`src/rtl/ram_bist_master.sv`:
```
// ram_bist_master: bus initiator and march-style self test for a small RAM port.
// Four passes over every location: write P(a), read-verify, write ~P(a),
// read-verify, then a one-cycle flush so the final read compare can land.
// Every output is a flop; nothing combinational runs from an input to an output.
module ram_bist_master #(
  parameter int DATABIT      = 8,
  parameter int NOOFLOCATION = 16,
  parameter int ADDRESSBIT   = 4
) (
  input  logic                  clk,
  input  logic                  rst,
  input  logic                  start,
  input  logic [DATABIT-1:0]    seed,
  output logic                  valid,
  output logic                  wr_rd,
  output logic [ADDRESSBIT-1:0] add,
  output logic [DATABIT-1:0]    writedata,
  input  logic [DATABIT-1:0]    readdata,
  input  logic                  ready,
  output logic                  busy,
  output logic                  done,
  output logic                  pass,
  output logic [ADDRESSBIT+1:0] err_count,
  output logic [ADDRESSBIT-1:0] first_err_addr,
  output logic                  first_err_phase
);

  typedef enum logic [2:0] {IDLE, WR0, RD0, WR1, RD1, FLUSH} state_t;

  localparam logic [ADDRESSBIT-1:0] LAST_ADDR = ADDRESSBIT'(NOOFLOCATION - 1);
  localparam logic [ADDRESSBIT-1:0] ADDR_ONE  = ADDRESSBIT'(1);
  localparam logic [ADDRESSBIT+1:0] ERR_ONE   = (ADDRESSBIT+2)'(1);

  state_t state_q, state_d;

  logic                  valid_q, valid_d;
  logic                  wr_rd_q, wr_rd_d;
  logic [ADDRESSBIT-1:0] add_q, add_d;
  logic [DATABIT-1:0]    writedata_q, writedata_d;
  logic                  busy_q, busy_d;
  logic                  done_q, done_d;
  logic                  pass_q, pass_d;
  logic [ADDRESSBIT+1:0] err_q, err_d;
  logic [ADDRESSBIT-1:0] fea_q, fea_d;
  logic                  fep_q, fep_d;
  logic [DATABIT-1:0]    seed_q, seed_d;

  // Read-compare pipeline: expectation captured on the read accept edge,
  // checked against readdata on the following edge.
  logic                  cmp_pend_q, cmp_pend_d;
  logic [DATABIT-1:0]    exp_q, exp_d;
  logic [ADDRESSBIT-1:0] caddr_q, caddr_d;
  logic                  cphase_q, cphase_d;

  logic accept;
  logic mismatch;

  // Pattern for address a: seed plus zero-extended address, optionally inverted.
  function automatic logic [DATABIT-1:0] pat(input logic [DATABIT-1:0]    s,
                                             input logic [ADDRESSBIT-1:0] a,
                                             input logic                  inv);
    logic [DATABIT-1:0] p;
    p = s + DATABIT'(a);
    return inv ? ~p : p;
  endfunction

  // Next-state, bus sequencing and result bookkeeping.
  always_comb begin
    state_d     = state_q;
    add_d       = add_q;
    writedata_d = writedata_q;
    seed_d      = seed_q;
    done_d      = done_q;
    err_d       = err_q;
    fea_d       = fea_q;
    fep_d       = fep_q;
    cmp_pend_d  = 1'b0;
    exp_d       = exp_q;
    caddr_d     = caddr_q;
    cphase_d    = cphase_q;

    accept   = valid_q && ready;
    mismatch = cmp_pend_q && (readdata != exp_q);

    // Land the compare for the read accepted on the previous edge.
    if (mismatch) begin
      err_d = err_q + ERR_ONE;
      if (err_q == '0) begin
        fea_d = caddr_q;
        fep_d = cphase_q;
      end
    end

    // Capture the expectation for a read accepted on this edge.
    if (accept && !wr_rd_q) begin
      cmp_pend_d = 1'b1;
      exp_d      = pat(seed_q, add_q, state_q == RD1);
      caddr_d    = add_q;
      cphase_d   = (state_q == RD1);
    end

    case (state_q)
      IDLE: begin
        if (start) begin
          state_d     = WR0;
          add_d       = '0;
          seed_d      = seed;
          writedata_d = seed;
          done_d      = 1'b0;
          err_d       = '0;
          fea_d       = '0;
          fep_d       = 1'b0;
        end
      end
      WR0, RD0, WR1, RD1: begin
        if (accept) begin
          if (add_q == LAST_ADDR) begin
            add_d = '0;
            case (state_q)
              WR0:     state_d = RD0;
              RD0:     state_d = WR1;
              WR1:     state_d = RD1;
              default: state_d = FLUSH;
            endcase
            // Preload the first inverted word as the bus turns to WR1.
            if (state_q == RD0) writedata_d = pat(seed_q, '0, 1'b1);
          end else begin
            add_d = add_q + ADDR_ONE;
            if (wr_rd_q) writedata_d = pat(seed_q, add_q + ADDR_ONE, state_q == WR1);
          end
        end
      end
      FLUSH: begin
        state_d = IDLE;
        done_d  = 1'b1;
      end
      default: state_d = IDLE;
    endcase

    valid_d = (state_d == WR0) || (state_d == RD0) || (state_d == WR1) || (state_d == RD1);
    wr_rd_d = (state_d == WR0) || (state_d == WR1);
    busy_d  = (state_d != IDLE);
    pass_d  = done_d && (err_d == '0);
  end

  // State and output registers, cleared asynchronously.
  always_ff @(posedge clk or posedge rst) begin
    if (rst) begin
      state_q     <= IDLE;
      valid_q     <= 1'b0;
      wr_rd_q     <= 1'b0;
      add_q       <= '0;
      writedata_q <= '0;
      busy_q      <= 1'b0;
      done_q      <= 1'b0;
      pass_q      <= 1'b0;
      err_q       <= '0;
      fea_q       <= '0;
      fep_q       <= 1'b0;
      seed_q      <= '0;
      cmp_pend_q  <= 1'b0;
      exp_q       <= '0;
      caddr_q     <= '0;
      cphase_q    <= 1'b0;
    end else begin
      state_q     <= state_d;
      valid_q     <= valid_d;
      wr_rd_q     <= wr_rd_d;
      add_q       <= add_d;
      writedata_q <= writedata_d;
      busy_q      <= busy_d;
      done_q      <= done_d;
      pass_q      <= pass_d;
      err_q       <= err_d;
      fea_q       <= fea_d;
      fep_q       <= fep_d;
      seed_q      <= seed_d;
      cmp_pend_q  <= cmp_pend_d;
      exp_q       <= exp_d;
      caddr_q     <= caddr_d;
      cphase_q    <= cphase_d;
    end
  end

  assign valid           = valid_q;
  assign wr_rd           = wr_rd_q;
  assign add             = add_q;
  assign writedata       = writedata_q;
  assign busy            = busy_q;
  assign done            = done_q;
  assign pass            = pass_q;
  assign err_count       = err_q;
  assign first_err_addr  = fea_q;
  assign first_err_phase = fep_q;

endmodule
```
`config.mk`:
```
export PLATFORM = sky130hd
export DESIGN_NAME = ram_bist_master
export DESIGN_NICKNAME = d
export VERILOG_FILES = /design/src/rtl/ram_bist_master.sv
export SDC_FILE = /design/constraint.sdc
export NUM_CORES = 1
export LEC_CHECK = 0
export ABC_AREA = 1
export BUFFER_PORTS_ARGS = -buffer_cell sky130_fd_sc_hd__buf_2
export CAP_MARGIN = 15
export CORE_MARGIN = 2
export CORE_UTILIZATION = 50
export CTS_BUF_LIST = sky130_fd_sc_hd__clkbuf_2 sky130_fd_sc_hd__clkbuf_4 sky130_fd_sc_hd__clkbuf_8
export CTS_CLUSTER_SIZE = 12
export DETAILED_ROUTE_END_ITERATION = 16
export PLACE_DENSITY = 0.72
export SYNTH_ARGS = -nofsm -noshare
export SYNTH_HDL_FRONTEND = slang
export SYNTH_SLANG_ARGS = --single-unit
```
`constraint.sdc`:
```
create_clock -name clk -period 2.3 [get_ports clk]
set_input_delay 0.115 -clock clk [delete_from_list [all_inputs] [get_ports clk]]
set_output_delay 0.115 -clock clk [all_outputs]
set_load 0.05 [all_outputs]
```
==> results by group <==
Clocking
  • H-tree levels: 2
  • CTS Buf Count: 5
  • Clk_lat worst skew: 310 ps
  • Worst-case clock buffer depth: 2
  • Clock Sinks: 53
  • Root buffer cell: clkbuf_8
  • Reg clk slew, reported paths: 100 ps
  • CTS tree: built

Place
  • Routability cong.: 0.9133
  • DP HPWL: 4991 um
  • Dpl cell area: 3361 um2
  • Pre-CTS WS: 126.5 ps
  • Buffers on Ports: 47

Power and ir drop
  • Leakage power: 1.859 nW
  • Pwr dens: 1347 nW/um2
  • Peak VDD IR: 0.0007178 V

Layout
  • Final Core Density: 60.40%
  • Nets: 467
  • Most frequent cells in the layout: 85 x nand2_1, 50 x dfrtp_1, 47 x buf_2, 46 x inv_1, 27 x o21ai_0
  • P&R area growth vs syn: 16.82%
  • Layout cell share with drive strength beyond 1: 21.38%
  • # diodes: 0
  • Commonest non-fill, non-tap cell in the layout: nand2_1
  • Fin area: 3555 um2

Routing
  • Post-route DRC: 0
  • 1st-pass router iterations: 4
  • Post-Route WL: 6832 um
  • Vias/cell: 5.043
  • Antenna viol nets, final: 0
  • Drt initial violations: 110
  • Via count: 2572
  • Avg WL per Cell: 13.40 um

Critical path
  • Slowest CP cell: dfrtp_2
  • CP Capture Type: register
  • Setup CP Type: register to register
  • Crit path arrival time: 2420 ps
  • Critical-path cell list: ha_2 -> inv_1 -> fa_2 -> nand3b_1 -> nand2_1 -> nand2_2 -> o211ai_1 -> buf_4 -> o21a_1 -> o21ai_1
  • Critical Path Source: add[1]
  • Critical Path Fanout Max: 5
  • Reg2reg end: writedata[6]
  • RR Startpoint: add[1]
  • Startpoint types: register
  • R2R depth: 10
  • CP max stage delay: 450 ps
  • Setup slack, reg-to-reg: 80 ps
  • Required @ worst endpoint: 2500 ps
  • CP endpoint: writedata[6]

Logic synthesis
  • Xor/xnor share of the synthesized area: 8.059%
  • Mux share of post-synthesis cell area: 0%
  • Post-synth top flop: dfrtp_1
  • Synth cell types: 35
  • Post-synthesis simple-gate area fraction: 21.59%
  • FFs w/ async S/R, synth: 100.0%
  • Synthesized area: 3043 um2
  • Complex-gate fraction of the synthesized area: 13.24%
  • Avg Inst Size Synth: 8.071 um2
  • Post-synth EDFFs: 0
  • Adder-cell share of the synthesized area: 5.839%
  • Sequential share of the synthesized area: 43.59%
  • Ys Warns: 0
  • Synth Net Count: 410
  • Largest family of logic cells by synthesized area: simple AND/OR/NAND/NOR gates
  • #FFs+latches synth: 53
  • Gate Count Post-Synth: 377

Timing
  • Tightest Pin Transition: 665.9 ps
  • Clock Skew: 7.210 ps
  • Max transition margin: 55.61%
  • Worst setup margin: 79.97 ps
  • Count of final setup violators: 0
  • Period utilization: 96.52%
  • Peak Freq: 450.4 MHz
  • Minimum clock period: 2220 ps
  • Final max-slew violation count: 0
  • Final Hold Violating Endpoints: 0

Floorplanning
  • Core box area: 5886 um2
  • Initial Util: 51.70%
  • Row count: 28
  • Die height: 82.01 um
  • Die area: 6726 um2
  • X dimension of the die: 82.01 um
  • Top Ports: 48

Global routing
  • Initial antenna violation count: 0
  • GR Overflow Total: 0
  • First-pass GRT wire length: 11000 um
  • Total track usage: 21.49%
  • Largest net degree at the start of global routing: 54
  • Number of global-route vias before repair: 2326

Status
  • Outcome: complete, no violations

Job
  • Maxcap violations: 0

Hold path
  • Hold WC Path Type: input port to register
-- critical path, delay by kind of cell, from the launching register on --
| family | cells | cell delay [ps] |
|---|---|---|
| fa+ha+maj | 2 | 680 |
| simple gates | 3 | 370 |
| flops | 1 | 450 |
| buf+inv | 2 | 210 |
| compound gates | 3 | 400 |
-- power breakdown --
group | internal [mW] | switching [mW] | total [mW]
Combinational | 0.879 | 1.79 | 2.67
Clock | 0.250 | 0.315 | 0.565
Sequential | 1.27 | 0.282 | 1.55
Total | 2.40 | 2.39 | 4.79
-- synth_stat cells (all sizes together) (5+ instances only) --
| cell type | number | area [um2] |
|---|---|---|
| ha | 11 | 137.6 |
| inv | 51 | 193.9 |
| o21ai | 38 | 201.4 |
| nor2 | 25 | 103.9 |
| nand3 | 23 | 115.1 |
| a31oi | 5 | 31.28 |
| xor2 | 19 | 166.4 |
| dfrtp | 53 | 1326 |
| nand2 | 93 | 369.1 |
| xnor2 | 9 | 78.83 |
| a21oi | 19 | 98.85 |
-- per-layer routing --
| layer | global-route usage, % | share of wire (%) | up-vias |
|---|---|---|---|
| met5 | 0 | 0 | - |
| met4 | 5.167 | 0.82 | 0 |
| met3 | 3.846 | 4.1 | 5 |
| met2 | 34.47 | 48 | 49 |
| met1 | 30.30 | 47 | 1192 |
| li1 | - | - | 1326 |
-- timing repair --
item | CTS | global route
hold endpoints to repair | 48 | 0
resized for setup | 0 | 11
setup endpoints to repair | 0 | 4
setup buffers | 0 | 6
hold buffers | 1 | 0
-- how the worst min path moves through the flow --
stage | to | cells past startpoint | slack, ps | from
global placement | writedata[7] | 3 | 330 | rst
global route | seed_q[6] | 3 | 20 | seed[6]
finish | seed_q[1] | 3 | 20 | seed[1]
CTS | seed_q[1] | 3 | 20 | seed[1]
detailed placement | writedata[7] | 3 | 330 | rst
floorplan | seed_q[0] | 2 | 230 | seed[0]
-- sequential cells by signal, indices dropped and copies added (netlist names) --
| name | count |
|---|---|
| first_err_addr | 4 |
| done | 1 |
| cphase_q | 1 |
| state_q | 3 |
| caddr_q | 4 |
| pass | 1 |
| exp_q | 8 |
| add | 4 |
| writedata | 8 |
| busy | 1 |
| err_count | 6 |
| cmp_pend_q | 1 |
| first_err_phase | 1 |
| wr_rd | 1 |
| seed_q | 8 |
| valid | 1 |
-- stage by stage --
stage | setup TNS, ps | total power, mW | std cells | hold WS [ps]
CTS | 0 | 4.691 | 504 | 17.81
global route | -113.3 | 5.177 | 510 | 21.30
detailed placement | 0 | 4.108 | 495 | 334.1
floorplan | 0 | 3.513 | 377 | 231.7
global placement | 0 | 4.058 | 495 | 328.3
finish | 0 | 4.790 | 510 | 20.14
-- cell type report --
class / count / area (um2)
clock buffer: 6 / 82.58
fill: 564 / 2331
inverter: 52 / 197.7
sequential: 53 / 1330
multi-input combinational: 265 / 1520
timing repair buffer: 57 / 312.8
tap: 75 / 93.84
clock inverter: 2 / 17.52
-- logic make-up (layout without fill, tap and decap cells) --
group | count (synthesis) | in the layout
AO/OA/AOI/OAI | 72 | 72
XOR/XNOR | 28 | 28
adder cells (fa/ha/maj) | 13 | 13
buffers and inverters | 59 | 117
flip-flops | 53 | 53
AND/OR/NAND/NOR | 152 | 152
Note: power is estimated with default switching activity, not from simulation.
